### src/rtl/anc_pkg.sv
// rtl/anc_pkg.sv - shared types, widths and saturation helper for the complex divider
package anc_pkg;

  localparam int CDIV_N      = 11;
  localparam int CDIV_F      = 10;
  localparam int CDIV_PROD_W = 2 * CDIV_N + 1;
  localparam int CDIV_DIVD_W = CDIV_PROD_W + CDIV_F;

  typedef enum logic [1:0] {
    IDLE,
    PREP,
    DIVIDE,
    FINISH
  } cdiv_state_t;

  // Clamp an unsigned magnitude with a sign into an n-bit two's complement range.
  function automatic logic signed [63:0] sat_signed(input logic [63:0] mag, input logic sign,
                                                    input int n);
    logic [63:0] lim;
    lim = 64'd1 << (n - 1);
    if (sign) sat_signed = (mag >= lim) ? -$signed(lim) : -$signed(mag);
    else      sat_signed = (mag >= lim) ? $signed(lim - 64'd1) : $signed(mag);
  endfunction

endpackage

### src/rtl/restoring_div_step.sv
// rtl/restoring_div_step.sv - one combinational restoring-division step
module restoring_div_step
  import anc_pkg::*;
#(
  parameter int W = CDIV_PROD_W
) (
  input  logic [W-1:0] rem,
  input  logic [W-1:0] den,
  input  logic         dbit,
  output logic [W-1:0] next_rem,
  output logic         qbit
);

  logic [W:0]   shifted;
  logic [W-1:0] trial;

  // rem < den on entry, so a successful subtraction always fits in W bits.
  assign shifted  = {rem, dbit};
  assign qbit     = (shifted >= {1'b0, den});
  assign trial    = shifted[W-1:0] - den;
  assign next_rem = qbit ? trial : shifted[W-1:0];

endmodule

### src/rtl/complex_divider.sv
// rtl/complex_divider.sv - sequential fixed-point complex divider R = A*conj(B)/|B|^2
// Optional macro CDIV_ROUND_NEAREST_EN: round half away from zero, one extra divide step.
module complex_divider
  import anc_pkg::*;
#(
  parameter int DATA_BUS_SIZE = CDIV_N,
  parameter int FRAC_BITS     = CDIV_F
) (
  input  logic                            clock,
  input  logic                            reset_n,
  input  logic                            sigStart,
  input  logic signed [DATA_BUS_SIZE-1:0] re_A,
  input  logic signed [DATA_BUS_SIZE-1:0] im_A,
  input  logic signed [DATA_BUS_SIZE-1:0] re_B,
  input  logic signed [DATA_BUS_SIZE-1:0] im_B,
  output logic                            sigBusy,
  output logic                            sigDone,
  output logic                            sigDivZero,
  output logic signed [DATA_BUS_SIZE-1:0] re_R,
  output logic signed [DATA_BUS_SIZE-1:0] im_R
);

  localparam int N  = DATA_BUS_SIZE;
  localparam int PW = 2 * N + 1;
  localparam int DW = PW + FRAC_BITS;
`ifdef CDIV_ROUND_NEAREST_EN
  localparam int RB = 1;
`else
  localparam int RB = 0;
`endif
  localparam int ST   = N - 1 + RB;
  localparam int XW   = DW + RB;
  localparam int FW   = ST + 1;
  localparam int CMPW = DW + N;
  localparam int CW   = $clog2(ST + 1);

  cdiv_state_t         state;
  logic signed [N-1:0] ra, ia, rb, ib;
  logic [PW-1:0]       den;
  logic                sign_re, sign_im, ovf_re, ovf_im, divz;
  logic [PW-1:0]       rem_re, rem_im;
  logic [ST-1:0]       bits_re, bits_im, q_re, q_im;
  logic [CW-1:0]       cnt;

  logic signed [PW-1:0] num_re, num_im, den_s;
  logic [PW-1:0]        den_u, mag_re, mag_im;
  logic [XW-1:0]        dx_re, dx_im;
  logic                 ovf_re_c, ovf_im_c;

  // Numerator, denominator and overflow screening from the registered operands.
  always_comb begin
    num_re   = PW'(ra) * PW'(rb) + PW'(ia) * PW'(ib);
    num_im   = PW'(ia) * PW'(rb) - PW'(ra) * PW'(ib);
    den_s    = PW'(rb) * PW'(rb) + PW'(ib) * PW'(ib);
    den_u    = den_s;
    mag_re   = num_re[PW-1] ? -num_re : num_re;
    mag_im   = num_im[PW-1] ? -num_im : num_im;
    dx_re    = XW'({mag_re, {FRAC_BITS{1'b0}}}) << RB;
    dx_im    = XW'({mag_im, {FRAC_BITS{1'b0}}}) << RB;
    ovf_re_c = CMPW'({mag_re, {FRAC_BITS{1'b0}}}) >= (CMPW'(den_u) << (N - 1));
    ovf_im_c = CMPW'({mag_im, {FRAC_BITS{1'b0}}}) >= (CMPW'(den_u) << (N - 1));
  end

  logic [PW-1:0] nrem_re, nrem_im;
  logic          qbit_re, qbit_im;

  restoring_div_step #(.W(PW)) u_step_re (
    .rem      (rem_re),
    .den      (den),
    .dbit     (bits_re[ST-1]),
    .next_rem (nrem_re),
    .qbit     (qbit_re)
  );

  restoring_div_step #(.W(PW)) u_step_im (
    .rem      (rem_im),
    .den      (den),
    .dbit     (bits_im[ST-1]),
    .next_rem (nrem_im),
    .qbit     (qbit_im)
  );

  logic [FW-1:0]       fmag_re, fmag_im;
  logic [63:0]         m64_re, m64_im;
  logic signed [N-1:0] res_re, res_im;

  always_comb begin
`ifdef CDIV_ROUND_NEAREST_EN
    // Quotient carries one extra half-LSB bit; adding it before dropping rounds half up in magnitude.
    fmag_re = ({1'b0, q_re} + FW'(1)) >> 1;
    fmag_im = ({1'b0, q_im} + FW'(1)) >> 1;
`else
    fmag_re = {1'b0, q_re};
    fmag_im = {1'b0, q_im};
`endif
    m64_re = ovf_re ? (64'd1 << (N - 1)) : 64'(fmag_re);
    m64_im = ovf_im ? (64'd1 << (N - 1)) : 64'(fmag_im);
    res_re = N'(sat_signed(m64_re, sign_re, N));
    res_im = N'(sat_signed(m64_im, sign_im, N));
  end

  always_ff @(posedge clock or negedge reset_n) begin
    if (!reset_n) begin
      state      <= IDLE;
      ra         <= '0;
      ia         <= '0;
      rb         <= '0;
      ib         <= '0;
      den        <= '0;
      sign_re    <= 1'b0;
      sign_im    <= 1'b0;
      ovf_re     <= 1'b0;
      ovf_im     <= 1'b0;
      divz       <= 1'b0;
      rem_re     <= '0;
      rem_im     <= '0;
      bits_re    <= '0;
      bits_im    <= '0;
      q_re       <= '0;
      q_im       <= '0;
      cnt        <= '0;
      sigBusy    <= 1'b0;
      sigDone    <= 1'b0;
      sigDivZero <= 1'b0;
      re_R       <= '0;
      im_R       <= '0;
    end else begin
      sigDone <= 1'b0;
      case (state)
        IDLE: begin
          if (sigStart) begin
            ra         <= re_A;
            ia         <= im_A;
            rb         <= re_B;
            ib         <= im_B;
            sigBusy    <= 1'b1;
            sigDivZero <= 1'b0;
            state      <= PREP;
          end
        end
        PREP: begin
          den     <= den_u;
          sign_re <= num_re[PW-1];
          sign_im <= num_im[PW-1];
          ovf_re  <= ovf_re_c;
          ovf_im  <= ovf_im_c;
          divz    <= (den_u == '0);
          // Without overflow the top dividend bits are already below den, so they seed the remainder.
          rem_re  <= PW'(dx_re >> ST);
          rem_im  <= PW'(dx_im >> ST);
          bits_re <= dx_re[ST-1:0];
          bits_im <= dx_im[ST-1:0];
          q_re    <= '0;
          q_im    <= '0;
          cnt     <= CW'(ST - 1);
          state   <= DIVIDE;
        end
        DIVIDE: begin
          rem_re  <= nrem_re;
          rem_im  <= nrem_im;
          q_re    <= {q_re[ST-2:0], qbit_re};
          q_im    <= {q_im[ST-2:0], qbit_im};
          bits_re <= bits_re << 1;
          bits_im <= bits_im << 1;
          if (cnt == '0) state <= FINISH;
          else           cnt   <= cnt - 1'b1;
        end
        FINISH: begin
          re_R       <= divz ? '0 : res_re;
          im_R       <= divz ? '0 : res_im;
          sigDivZero <= divz;
          sigDone    <= 1'b1;
          sigBusy    <= 1'b0;
          state      <= IDLE;
        end
        default: state <= IDLE;
      endcase
    end
  end

endmodule

### config.mk
export PLATFORM = sky130hd
export DESIGN_NAME = complex_divider
export DESIGN_NICKNAME = d
export VERILOG_FILES = /design/src/rtl/anc_pkg.sv /design/src/rtl/restoring_div_step.sv /design/src/rtl/complex_divider.sv
export SDC_FILE = /design/constraint.sdc
export NUM_CORES = 2
export LEC_CHECK = 0
export ABC_CLOCK_PERIOD_IN_PS = 27400
export CORE_MARGIN = 8
export CORE_UTILIZATION = 45
export CTS_BUF_LIST = sky130_fd_sc_hd__clkbuf_4
export DETAILED_ROUTE_END_ITERATION = 10
export PLACE_DENSITY = 0.69
export SLEW_MARGIN = 20
export SYNTH_ARGS = -nofsm -noshare
export SYNTH_HDL_FRONTEND = slang
export SYNTH_SLANG_ARGS = --single-unit
### constraint.sdc
create_clock -name clock -period 27.4 [get_ports clock]
set_clock_uncertainty 0.2 [all_clocks]
set_input_delay 4.11 -clock clock [delete_from_list [all_inputs] [get_ports clock]]
set_output_delay 4.11 -clock clock [all_outputs]
set_load 0.1 [all_outputs]
# Word level (Yosys, flattened, before mapping)
# Cells that the tools add are included.
# op_classes
add_sub_neg	10
multipliers	6
n_lt_le_gt_ge	6
eq_ne	6
muxes	30
n_reduce_logical	9
# ops
cell	count
$mul A11 B11 Y22	6
$mux W11	10
$mux W23	4
$pmux W23 S2	2
$pmux W10 S2	4
$ge A33 B33 Y1	2
$ge A24 B23 Y1	2
$add A22 B22 Y23	2
$neg A23 Y23	2
$sub A23 B23 Y23	2
$logic_not A23 Y1	1
$sub A22 B22 Y23	1
$ge A11 B11 Y1 const B	2
$neg A11 Y11	2
$pmux W2 S4	1
$pmux W4 S2	1
$reduce_and A2 Y1	4
$ne A2 B2 Y1 const B	3
$eq A2 B2 Y1 const B	2
$logic_not A4 Y1	1
$mux W2	2
$mux W4	1
$pmux W1 S2	2
$reduce_bool A2 Y1	2
4 further kinds	6
# word_totals
regBits	189
in_bits	47
out_inout_bits	25
wordCells	90

# Logic depth before layout (Yosys ltp)
# depth
word_depth	5
ltp_mapped	39
mapped_depth_nobuf	36

# Hierarchy
# Synthesis repeated with hierarchy kept, for this count alone.
# unflattened
cells_unflattened	4646
hier_area_um2	41980.3
# by_module_without_submodules
mod	n_inst	cells_each	area_per_inst_um2	seq_area_each_um2
complex_divider	1	4132	38577.0	4229.1
restoring_div_step	2	257	1701.6	0.0

# Least setup slack after synthesis
# OpenSTA, ideal clock, no wires.
# synth_path
path_type	register -> register
from	register rb[10]
to	register ovf_re
setup_time_ns	0.139
arrival_time_ns	8.336
required_time_ns	27.061
setup_slack_ns	18.725
path_stages_with_launch	38
n_path_buf	4
synth_period_minus_slack_ns	8.675
path_cell_list	dfrtp_1 -> clkbuf_1 -> clkinv_1 -> clkbuf_1 -> nor2_1 -> fa_1 -> inv_1 -> fa_1 -> inv_1 -> fa_1 -> fa_1 -> fa_1 -> fa_1 -> inv_1 -> fa_1 -> inv_1 -> ha_1 -> buf_2 -> [... 2 more ...] -> a211oi_2 -> nor3_1 -> o221a_2 -> or3_1 -> nand2_1 -> buf_4 -> o21ai_0 -> ha_1 -> nor2b_1 -> o21a_1 -> o21a_1 -> o21a_1 -> o21ai_0 -> a21boi_0 -> o21ai_0 -> nand4_1 -> nand2_1 -> a31oi_1
# synth_between
elab_chain_cells	5
word_cells_on_any_way	7
cone_classes	3 x add/sub; 2 x mul; 1 x order compare; 1 x mux
# synth_rtl
element	line	rtl
from (decl)	complex_divider.sv:38	logic signed [N-1:0] ra, ia, rb, ib;
from (signal assigned)	complex_divider.sv:134	rb <= re_B;
$mul A11 B11 Y22	complex_divider.sv:52	num_re = PW'(ra) * PW'(rb) + PW'(ia) * PW'(ib);
$add A22 B22 Y23	complex_divider.sv:52	
$neg A23 Y23	complex_divider.sv:56	mag_re = num_re[PW-1] ? -num_re : num_re;
$mux W23	complex_divider.sv:56	
$ge A33 B33 Y1 *	complex_divider.sv:60	ovf_re_c = CMPW'({mag_re, {FRAC_BITS{1'b0}}}) >= (CMPW'(den_u) << (N - 1));
to (signal assigned)	complex_divider.sv:145	ovf_re <= ovf_re_c;
to (decl)	complex_divider.sv:40	logic sign_re, sign_im, ovf_re, ovf_im, divz;
# Mark *: on every way between the ends. The rest lies on a longest branch, timed or not.
# A chain may end at the register's enable or synchronous reset.

# Worst setup path in the final report
# layout_path
from	register ib[0]
to	register ovf_re
# layout_between
elab_chain_cells	5
word_cells_on_any_way	7
cone_classes	3 x add/sub; 2 x mul; 1 x order compare; 1 x mux
# layout_rtl
element	line	rtl
from (decl)	complex_divider.sv:38	
from (signal assigned)	complex_divider.sv:135	ib <= im_B;
$mul A11 B11 Y22	complex_divider.sv:52	
$add A22 B22 Y23	complex_divider.sv:52	
$neg A23 Y23	complex_divider.sv:56	
$mux W23	complex_divider.sv:56	
$ge A33 B33 Y1 *	complex_divider.sv:60	
# Marks and branches as above.

==> results by group <==
Run status
  – Outcome: complete, no violations

Floorplanning
  – Die area: 101,500 um2
  – Initial Util: 45.15%
  – Core footprint: 91,250 um2
  – I/O pin cnt: 72
  – Row count: 111
  – Die Width: 318.6 um
  – DIE HEIGHT: 318.6 um

Clocking
  – Hold buffer count at cts: 0
  – H-tree depth: 4
  – Clk slew on worst S/H paths: 0.26 ns
  – CTS Buf Count: 17
  – CTS Buffer Depth: 2
  – Clock sink total: 169
  – Root Driver: clkbuf_4
  – Setup Fix Bufs, Post-CTS: 0
  – CTS tree: done
  – Post_cts resized: 0
  – Skew-Pair Late Insertion Delay: 0.81 ns

Timing
  – Final hold violations: 0
  – Slew Limit Fails: 0
  – Top achievable clock speed: 0.09917 GHz
  – Relative slew margins: 22.51%
  – Worst Slack Setup Final: 17.32 ns
  – RSZ-0062 raised after global routing: false
  – Setup TNS: 0 ns
  – Final Cycle Share: 36.80%
  – Fin crit period: 10.08 ns
  – Setup violators final: 0
  – Worst-margin pin slew: 1.162 ns

Place
  – Port bufs: 71
  – DP HPWL: 85,520 um
  – Final GP Congestion: 0.9299
  – Placed cells: 5,641
  – Pre-CTS WS: 17.50 ns

Logic synthesis
  – Ys flop type: dfrtp_1
  – Seq/Total Area, Yosys: 10.27%
  – Mapped Area: 41,200 um2
  – Number of synthesized register bits: 169
  – Area share of the largest cell type after synthesis: 38.73%
  – Number of flops mapped to enable cells by yosys: 0
  – Syn avg cell area: 9.135 um2
  – Mapped Cells: 4,510
  – Largest cells by area after synthesis: fa_1, ha_1, dfrtp_1
  – Most common cell in the netlist: inv_1
  – Syn nets: 5,721
  – Ys async rst share: 100.0%
  – Post-synth cell types: 94
  – Synth cell count leaders: inv_1, fa_1, nand2_1, ha_1, and2_1
  – Yosys top cell by area: fa_1
  – Synthesis Warnings: 0

Global routing
  – Vias in the first global route: 32,470
  – Initial antenna violation count: 2
  – Largest net degree at the start of global routing: 87
  – First-pass GRT wire length: 179,000 um
  – Total global-route track usage: 22.08%
  – GR Overflow Total: 0

Critical path
  – Required time worst endpoint: 27.82 ns
  – Data arrival, critical path: 10.50 ns
  – Critical path's largest stage delay: 0.61 ns
  – CP Capture Type: register
  – CP Class: reg -> reg
  – Max Fanout on Critical Path: 23
  – Critical Path Most Common Cell: fa_1
  – Crit-path slowest cell: dfrtp_1
  – CP startpoint kind: register

Layout
  – Fill count: 8,604
  – Layout Nets: 5,685
  – Layout cells sized above 1: 4.168%
  – Area grow syn2layout: 5.412%
  – Final cell count without fillers: 5,677

Hold path
  – Min-delay worst type: reg -> reg

Detailed routing
  – TritonRoute pass-1 iters: 6
  – Vias: 30,710
  – Final wirelength: 109,100 um
  – Vias per cell: 5.409
  – First DRT Iteration DRCs: 2,241
  – Antenna-violating nets left: 0
  – Routed wire per std cell: 19.22 um
  – Drc violations: 0

Job
  – Max cap viols: 0
[cell type report]
cell class / instances / area, um2 / share of cell area [%]
multi-input combinational: 3117 / 32360 / 74.51
sequential: 169 / 4230 / 9.741
inverter: 1044 / 3919 / 9.024
tap: 1186 / 1484 / 3.417
timing repair buffer: 125 / 1120 / 2.579
clock inverter: 15 / 178.9 / 0.4120
clock buffer: 17 / 127.6 / 0.2939
antenna: 4 / 10.01 / 0.02305
[flip-flops by register name, indices dropped and copies added (netlist names), 2 cells and up]
register,cells
q_im,10
state,2
cnt,4
rem_re,23
re_R,11
im_R,11
rem_im,23
den,23
ra,11
ib,11
ia,11
q_re,10
rb,11
[worst max-delay path: cells and delay by family, from the launching register on]
| family | cells | cell delay, ns |
|---|---|---|
| adders and majority gates | 9 | 4.10 |
| and+or+nand+nor | 7 | 1.68 |
| AOI/OAI and AO/OA | 12 | 2.44 |
| buffers and inverters | 5 | 0.85 |
| DFF | 1 | 0.61 |
[per-layer routing]
metal	GRT usage [%]	vias up	routed length (um)	share of wire, %
met2	36.88	983	51590	47
met1	29.95	15690	47560	44
met4	6.191	0	3065	2.8
li1	-	13860	-	-
met5	0	-	0	0
met3	3.144	170	6875	6.3
[metrics by stage]
step / cell area, um2 / hold WS (ns) / util, %
3_5_place_dp: 43110 / 0.2866 / 47.24
4_1_cts: 43420 / 0.3254 / 47.58
5_1_grt: 43430 / 0.3468 / 47.59
3_3_place_gp: 43110 / 0.2803 / 47.24
2_1_floorplan: 41200 / 0.2571 / -
6_report: 43430 / 0.3261 / 47.59
[kinds of logic (layout without fill, tap and decap cells)]
group                      count (synthesis)  after routing  share of synthesized area [%]
buffers and inverters                   1224           1201                          11.22
adders and majority gates               1164           1164                          49.88
other                                      0              4                              0
and+or+nand+nor                         1135           1135                          13.85
DFF                                      169            169                          10.27
AOI/OAI and AO/OA                        579            579                          9.294
xor gates and xnor gates                 157            157                          3.338
muxes                                     82             82                          2.165
[path summary, 6_finish.rpt]
| path | start | endpoint | slack, ns | cells after the start |
|---|---|---|---|---|
| setup / recovery | ib[0] | ovf_re | 17.32 | 33 |
| hold / removal | ia[8] | ia[8] | 0.33 | 1 |
| setup reg to reg | ib[0] | ovf_re | 17.32 | 33 |
| hold reg to reg | ia[8] | ia[8] | 0.33 | 1 |
| max in group asynchronous | reset_n | ra[3] | 22.63 | 2 |
| min in group asynchronous | reset_n | rem_im[5] | 3.13 | 1 |
[cells in the final DEF (no fill, tap or decap), types with 57 or more instances in the layout]
cell / count
nand2_1: 389
inv_1: 1041
a21oi_1: 130
dfrtp_1: 168
ha_1: 364
mux2_2: 57
nand2b_1: 61
xnor2_1: 104
and2_1: 287
fa_1: 797
o21ai_0: 133
nor2_1: 157
nand3_1: 60
clkdlybuf4s50_1: 70
Power is left out: the tool's default activity adds up to more than one toggle a clock period on the data nets, which glitch-free logic cannot reach.
